[src/rtl/uart_tx_buffered.sv]
// Buffered UART transmitter: byte FIFO in front of a runtime-configurable
// serial framer (5-8 data bits, optional parity, 1/2 stop bits, CTS, break).
module uart_tx_buffered #(
  parameter int FIFO_DEPTH = 16,
  parameter int DIV_W      = 16
) (
  input  logic                          clk,
  input  logic                          reset,
  input  logic [DIV_W-1:0]              baud_div,
  input  logic [1:0]                    data_bit_num,
  input  logic                          stop_bit_num,
  input  logic                          parity_en,
  input  logic                          parity_type,
  input  logic                          cts_n,
  input  logic                          send_break,
  input  logic                          wr_valid,
  input  logic [7:0]                    wr_data,
  output logic                          wr_ready,
  output logic                          tx,
  output logic                          busy,
  output logic                          tx_done,
  output logic [$clog2(FIFO_DEPTH):0]   fifo_level
);

  localparam int AW = $clog2(FIFO_DEPTH);

  typedef enum logic [2:0] {
    S_IDLE, S_START, S_DATA, S_PARITY, S_STOP1, S_STOP2, S_BREAK, S_BRK_MARK
  } state_e;

  // ---------------- transmit FIFO ----------------
  logic [7:0]  mem_q [FIFO_DEPTH];
  logic [AW:0] wr_ptr_q, wr_ptr_d, rd_ptr_q, rd_ptr_d;
  logic        full, empty, push, pop;
  logic [7:0]  head;

  // Pointers carry one extra wrap bit so full and empty are distinguishable.
  assign empty      = (wr_ptr_q == rd_ptr_q);
  assign full       = (wr_ptr_q[AW] != rd_ptr_q[AW]) &&
                      (wr_ptr_q[AW-1:0] == rd_ptr_q[AW-1:0]);
  assign fifo_level = wr_ptr_q - rd_ptr_q;
  assign wr_ready   = !full;
  assign push       = wr_valid && !full;
  assign head       = mem_q[rd_ptr_q[AW-1:0]];
  assign wr_ptr_d   = push ? wr_ptr_q + 1'b1 : wr_ptr_q;
  assign rd_ptr_d   = pop  ? rd_ptr_q + 1'b1 : rd_ptr_q;

  // FIFO storage write port.
  // NOTE: storage has no reset; the pointers alone define which entries are valid.
  always_ff @(posedge clk) begin
    if (push) mem_q[wr_ptr_q[AW-1:0]] <= wr_data;
  end

  // FIFO pointer registers.
  // NOTE: state is updated with non-blocking assignments so every flop samples pre-edge values.
  always_ff @(posedge clk or posedge reset) begin
    if (reset) begin
      wr_ptr_q <= '0;
      rd_ptr_q <= '0;
    end else begin
      wr_ptr_q <= wr_ptr_d;
      rd_ptr_q <= rd_ptr_d;
    end
  end

  // ---------------- framer ----------------
  state_e           state_q, state_d;
  logic [DIV_W-1:0] cnt_q, cnt_d, div_q, div_d;
  logic [7:0]       shift_q, shift_d;
  logic [2:0]       bit_idx_q, bit_idx_d, last_idx_q, last_idx_d;
  logic             par_en_q, par_en_d, par_bit_q, par_bit_d, stop2_q, stop2_d;
  logic             tx_q, tx_d, tx_done_q, tx_done_d;

  logic [DIV_W-1:0] div_eff;
  logic [3:0]       nbits_in;
  logic [7:0]       act_mask;
  logic             bit_end;

  assign div_eff  = (baud_div < DIV_W'(2)) ? DIV_W'(2) : baud_div;
  assign nbits_in = 4'd5 + {2'b00, data_bit_num};
  assign act_mask = ~(8'hFF << nbits_in);
  assign bit_end  = (cnt_q == DIV_W'(1));

  // Next-state, bit timer, frame latching and next tx level.
  // NOTE: every signal gets a default first so no path can infer a latch.
  always_comb begin
    state_d    = state_q;
    cnt_d      = cnt_q;
    div_d      = div_q;
    shift_d    = shift_q;
    bit_idx_d  = bit_idx_q;
    last_idx_d = last_idx_q;
    par_en_d   = par_en_q;
    par_bit_d  = par_bit_q;
    stop2_d    = stop2_q;
    tx_done_d  = 1'b0;
    pop        = 1'b0;
    tx_d       = 1'b1;
    if (state_q != S_IDLE) cnt_d = bit_end ? div_q : cnt_q - DIV_W'(1);
    unique case (state_q)
      S_IDLE: begin
        if (send_break) begin
          state_d = S_BREAK;
          div_d   = div_eff;
          cnt_d   = div_eff;
        end else if (!empty && !cts_n) begin
          pop        = 1'b1;
          state_d    = S_START;
          div_d      = div_eff;
          cnt_d      = div_eff;
          shift_d    = head;
          last_idx_d = 3'd4 + {1'b0, data_bit_num};
          par_en_d   = parity_en;
          par_bit_d  = (^(head & act_mask)) ^ ~parity_type;
          stop2_d    = stop_bit_num;
        end
      end
      S_START: begin
        tx_d = 1'b0;
        if (bit_end) begin
          state_d   = S_DATA;
          bit_idx_d = '0;
        end
      end
      S_DATA: begin
        tx_d = shift_q[0];
        if (bit_end) begin
          if (bit_idx_q == last_idx_q) begin
            state_d = par_en_q ? S_PARITY : S_STOP1;
          end else begin
            shift_d   = shift_q >> 1;
            bit_idx_d = bit_idx_q + 3'd1;
          end
        end
      end
      S_PARITY: begin
        tx_d = par_bit_q;
        if (bit_end) state_d = S_STOP1;
      end
      S_STOP1: begin
        if (bit_end) begin
          state_d   = stop2_q ? S_STOP2 : S_IDLE;
          tx_done_d = !stop2_q;
        end
      end
      S_STOP2: begin
        if (bit_end) begin
          state_d   = S_IDLE;
          tx_done_d = 1'b1;
        end
      end
      S_BREAK: begin
        tx_d = 1'b0;
        // Timer parks at 1 while the break is still requested.
        if (bit_end && send_break) cnt_d = cnt_q;
        else if (bit_end)          state_d = S_BRK_MARK;
      end
      S_BRK_MARK: begin
        if (bit_end) state_d = S_IDLE;
      end
      default: state_d = S_IDLE;
    endcase
  end

  // Framer registers; tx is registered so it carries no input-to-pin path.
  always_ff @(posedge clk or posedge reset) begin
    if (reset) begin
      state_q    <= S_IDLE;
      cnt_q      <= '0;
      div_q      <= DIV_W'(2);
      shift_q    <= '0;
      bit_idx_q  <= '0;
      last_idx_q <= '0;
      par_en_q   <= 1'b0;
      par_bit_q  <= 1'b0;
      stop2_q    <= 1'b0;
      tx_q       <= 1'b1;
      tx_done_q  <= 1'b0;
    end else begin
      state_q    <= state_d;
      cnt_q      <= cnt_d;
      div_q      <= div_d;
      shift_q    <= shift_d;
      bit_idx_q  <= bit_idx_d;
      last_idx_q <= last_idx_d;
      par_en_q   <= par_en_d;
      par_bit_q  <= par_bit_d;
      stop2_q    <= stop2_d;
      tx_q       <= tx_d;
      tx_done_q  <= tx_done_d;
    end
  end

  assign tx      = tx_q;
  assign tx_done = tx_done_q;
  assign busy    = (state_q != S_IDLE);

endmodule
[config.mk]
export PLATFORM = sky130hd
export DESIGN_NAME = uart_tx_buffered
export DESIGN_NICKNAME = d
export VERILOG_FILES = /design/src/rtl/uart_tx_buffered.sv
export SDC_FILE = /design/constraint.sdc
export NUM_CORES = 1
export LEC_CHECK = 0
export CAP_MARGIN = 25
export CORE_MARGIN = 3
export CORE_UTILIZATION = 45
export DETAILED_ROUTE_END_ITERATION = 8
export SYNTH_ARGS = -nofsm -noshare
export SYNTH_HDL_FRONTEND = slang
export SYNTH_SLANG_ARGS = --single-unit
[constraint.sdc]
create_clock -name clk -period 3.41 [get_ports clk]
set_clock_uncertainty 0.1 [all_clocks]
set_input_delay 0.8525 -clock clk [delete_from_list [all_inputs] [get_ports clk]]
set_output_delay 0.8525 -clock clk [all_outputs]
set_load 0.005 [all_outputs]
**Word-level counts from Yosys, hierarchy flattened**

Memories as Yosys holds them, arrays and structs flattened.
Cells that the tools add are included.

- Add/subtract/negate cells: 7
- Order comparisons: 1
- Equal/unequal tests: 24
- Shifts and indexed selects: 1
- Muxes and demuxes: 39
- Bitwise logic cells: 5
- Reductions and logical operators: 21

Operators with widths:

| cell | number |
|---|---|
| $mux W16 | 8 |
| $mux W3 | 14 |
| $mux W8 | 4 |
| $pmux W16 S2 | 1 |
| $pmux W3 S7 | 1 |
| $ne A2 B2 Y1 const B | 10 |
| $eq A16 B1 Y1 const B | 1 |
| $lt A16 B2 Y1 const B | 1 |
| $pmux W8 S2 | 1 |
| $sub A16 B1 Y16 const B | 1 |
| $eq A3 B3 Y1 const B | 4 |
| $add A5 B1 Y5 const B | 2 |
| $reduce_and A9 Y1 | 1 |
| $and A8 B8 Y8 | 1 |
| $not A8 Y8 | 1 |
| $reduce_xor A8 Y1 | 1 |
| $shl A8 B4 Y8 const A | 1 |
| $mux W1 | 7 |
| $eq A3 B2 Y1 const B | 2 |
| $pmux W3 S2 | 1 |
| $reduce_bool A2 Y1 | 3 |
| $eq A5 B5 Y1 | 1 |
| $reduce_and A5 Y1 | 1 |
| $sub A5 B5 Y5 | 1 |
| other kinds (21) | 29 |

- Bits in registers: 64
- RAM bits: 128
- Logic and storage cells: 112
- Memories: 1

Memory list:

| name | words | width | read ports | clocked after memory_dff | wr ports | line | RTL |
|---|---|---|---|---|---|---|---|
| mem_q | 16 | 8 | 1 | 0 | 1 | 32 | `logic [7:0] mem_q [FIFO_DEPTH];` |

**Depth between registers and ports, before layout**

- Word-level depth: 6
- Depth in mapped cells: 12

**Least setup slack after synthesis**

Ideal clock, no wire load.

- Path type: reg-to-reg
- From: reg rd_ptr_q[1]
- To: mem mem_q[3][0], enable pin
- Arrival: 2.614 ns
- Setup slack: 0.313 ns
- Cell stages (with the launch flop): 12
- Path buffers: 4
- Path through: dfrtp_1 buf_6 buf_12 buf_2 inv_1 ha_1 and4_1 nand2b_1 and2_1 clkbuf_1 nand2_1 nor3_1

- Word-level cells in the longest chain between the ends: 6

Ends and longest elaborated chain:

| element | line | RTL |
|---|---|---|
| start: declaration | 33 | `logic [AW:0] wr_ptr_q, wr_ptr_d, rd_ptr_q, rd_ptr_d;` |
| start signal: assignment | 62 | `rd_ptr_q <= rd_ptr_d;` |
| $eq A4 B4 Y1 | 40 | `(wr_ptr_q[AW-1:0] == rd_ptr_q[AW-1:0]);` |
| $logic_and A1 B1 Y1 | 39 | `assign full = (wr_ptr_q[AW] != rd_ptr_q[AW]) &&` |
| $logic_not A1 Y1 | - |  |
| net wr_ready | 18 | `output logic wr_ready,` |
| $logic_and A1 B1 Y1 | 43 | `assign push = wr_valid && !full;` |
| $mux W1 | 51 | `if (push) mem_q[wr_ptr_q[AW-1:0]] <= wr_data;` |
| $mux W1 (not written as such) | 51 |  |
| end: declaration | 32 |  |

The timed path passes the listed nets, and every way through them passes these cells.

**Final worst setup path**

- From: reg rd_ptr_q[1]
- To: out fifo_level[3]

- Word-level cells in the longest chain between the ends: 1

Ends and longest elaborated chain:

| element | line | RTL |
|---|---|---|
| $sub A5 B5 Y5 | 41 | `assign fifo_level = wr_ptr_q - rd_ptr_q;` |
| end: declaration | 22 | `output logic [$clog2(FIFO_DEPTH):0] fifo_level` |

No other way between the ends.

==> run_results.csv <==
group,metric,value,unit
sta,maxSlewHeadroom,0.609,
job,cap_violations,0,
worst_setup_path,reg2reg_depth,8,
sta,worst_pin_slew,581,ps
placed_design,routabilityCongestion,0.859,
yosys,synthFlopType,"edfxtp_1",
clock_network,clk_latency,430,ps
global_route,antenna_found_initial,0,
drt,first_pass_iters,5,
finish,seqCellArea,5450,um^2
clock_network,clock_sinks,192,
clock_network,clk_pin_slew,80,ps
finish,num_antenna_cells,0,
die,coreArea,18400,um^2
sta,rsz0062_at_grt,"no",
finish,nNetsFinal,731,
hold_path,hold_class,"flop to flop",
power_and_ir_drop,ir_worst_vdd,0.444,mV
sta,slew_viol_final,0,
yosys,syn_nets,663,
drt,via_per_inst,5.64,
worst_setup_path,cp_data_arrival_time,2270,ps
drt,drtIter0Drc,344,
drt,num_vias,5226,
global_route,grt_max_degree,36,
sta,finalCritPeriodShare,0.944,
yosys,ys_seq_area_frac,0.632,
clock_network,cts_root_buffer,"clkbuf_16",
yosys,syn-cell-area,8620,um^2
yosys,yosysMostFrequentCell,"edfxtp_1",
yosys,synth_warnings,0,
die,rows,49,
die,die_h,144,um
outcome,status,"complete, no violations",
global_route,grt_pass1_wl,29.9,mm
yosys,synth-seq-cells,192,
sta,setup_viol,0,
power_and_ir_drop,powerDensity,876,nW/um^2
clock_network,cts_max_level,4,
finish,drive_gt1_frac,0.158,
yosys,synth_edf_count,128,
hold_path,hold_depth,2,
drt,totalWireLength,18.3,mm
sta,max_freq,311,MHz
placed_design,io_buffers,42,
finish,area_growth_syn_to_layout,16.9,%
worst_setup_path,path_max_fanout,3,
finish,multiInputGateArea,2930,um^2
yosys,yosys.area.top_type_share,0.446,
yosys,ys_top_cells_by_count,"128 x edfxtp_1, 72 x nand2_1, 62 x dfrtp_1",
yosys,ys_async_sr_fraction,0.333,
clock_network,cts_hold_buf,0,
die,io_pins,43,
global_route,grtUsageTotal,0.188,
finish,fillers,1493,
drt,drc_errors,0,
worst_setup_path,crit_type,"flop to output pin",
die,die_area,20900,um^2
sta,period_minus_slack,3220,ps
worst_setup_path,critPathRequiredTime,2460,ps
drt,wl_per_cell,19.7,um
die,die_w,144,um
sta,tns,0,ps
worst_setup_path,worst_setup_path_start_kind,"flop",
global_route,grt_overflow,0,
yosys,synthDistinctLibCells,67,
yosys,synthTopCellsByArea,"edfxtp_1 45%, dfrtp_1 18%, mux4_2 5.0%",
global_route,grt_pass1_vias,5455,
worst_setup_path,end_kind,"output pin",
clock_network,clockBufferDepth,2,
drt,route.antenna.remaining_nets,0,
yosys,yosysTopAreaCell,"edfxtp_1",
clock_network,cts_tree,"built",
yosys,avgSynthCellArea,14.0,um^2
die,start_util,0.469,
placed_design,place_ws,377,ps
yosys,syn_inst,616,
power_and_ir_drop,power.leakage,3.76,nW
clock_network,cts_buffers,17,
sta,setup_ws,190,ps
sta,hold_viol_final,0,
placed_design,dp_hpwl,12.3,mm
-- flip-flops by register name, indices dropped and copies added, names as in the netlist --
| signal | cells |
|---|---|
| bit_idx_q | 3 |
| cnt_q | 16 |
| div_q | 16 |
| last_idx_q | 3 |
| mem_q | 128 |
| par_bit_q | 1 |
| par_en_q | 1 |
| rd_ptr_q | 5 |
| shift_q | 8 |
| state_q | 3 |
| stop2_q | 1 |
| tx | 1 |
| tx_done | 1 |
| wr_ptr_q | 5 |
-- where the power goes --
part / switching (W) / internal [W] / total, W
clock network: 0.000999 / 0.00100 / 0.00200
logic: 0.00171 / 0.00174 / 0.00345
registers: 0.000385 / 0.00300 / 0.00338
-- repair_timing --
item | CTS | global route
gates resized for setup | 1 | 0
buffers inserted | 1 | 0
endpoints found under the setup margin | 1 | 0
-- critical path: stages (launching register included) --
cell,delay (ps)
dfrtp_1,450
inv_1,100
ha_1,300
a21o_1,170
a21oi_1,170
xnor2_1,130
clkdlybuf4s50_1,510
-- worst paths after layout --
kind / startpoint / end / slack [ps]
worst max-delay path: rd_ptr_q[1]$_DFFE_PP0P_ / fifo_level[3] / 190
worst min-delay path: div_q[12]$_DFFE_PP0P_ / div_q[12]$_DFFE_PP0P_ / 380
worst max register to register: rd_ptr_q[1]$_DFFE_PP0P_ / par_bit_q$_DFFE_PP0P_ / 500
worst min register to register: div_q[12]$_DFFE_PP0P_ / div_q[12]$_DFFE_PP0P_ / 380
max in group asynchronous: reset / div_q[5]$_DFFE_PP0P_ / 1790
min in group asynchronous: reset / last_idx_q[1]$_DFFE_PP0P_ / 690
-- cell type report --
| type | count | area share |
|---|---|---|
| clock inverters | 15 | 0.0178 |
| inverters | 19 | 0.00708 |
| repair buffers | 80 | 0.0736 |
| multi-input cells | 374 | 0.290 |
| flip-flops and latches | 192 | 0.541 |
| clock buffers | 17 | 0.0422 |
| well taps | 229 | 0.0284 |
-- per-layer routing --
layer | vias to the layer above | routed length [um] | track usage
met1 | 2646 | 8320 | 0.259
met2 | 102 | 9070 | 0.307
li1 | 2463 | - | -
met5 | - | 0 | 0
met3 | 15 | 686 | 0.0364
met4 | 0 | 178 | 0.0506
-- cell families after synthesis --
| logic type | synth area share |
|---|---|
| flops | 0.632 |
| simple gates | 0.0997 |
| compound gates | 0.0762 |
| buf+inv | 0.0286 |
| mux | 0.111 |
| xor+xnor | 0.0329 |
| fa+ha+maj | 0.0197 |
-- cells in the final DEF, fill, tap and decap left out, types with 4 or more instances in the layout --
master	instances
mux2_2	4
mux4_2	19
xor2_1	8
mux2i_1	10
inv_1	17
nor2b_1	4
dfrtp_1	62
nand2b_1	7
a22o_1	8
inv_8	6
edfxtp_1	128
buf_4	35
nor3_1	18
nand4_1	6
mux4_1	14
o22ai_1	7
ha_1	12
or2_2	4
nor2_1	41
clkdlybuf4s50_1	41
clkbuf_16	17
nor4_1	5
nand2_1	72
xnor2_1	20
a31oi_1	4
a21oi_1	26
clkinv_8	4
nand3_1	7
o21ai_0	27
-- per-stage QoR --
step	hold WS, ps	instance area, um^2	power (W)	util	instances
global placement	356	9470	0.00684	0.515	893
global route	401	10100	0.00943	0.548	926
detailed placement	364	9470	0.00691	0.515	893
CTS	387	10100	0.00891	0.548	926
floorplan	341	8620	0.00586	-	616
finish	382	10100	0.00883	0.548	926
No activity file was read; power rests on OpenSTA's default activity.
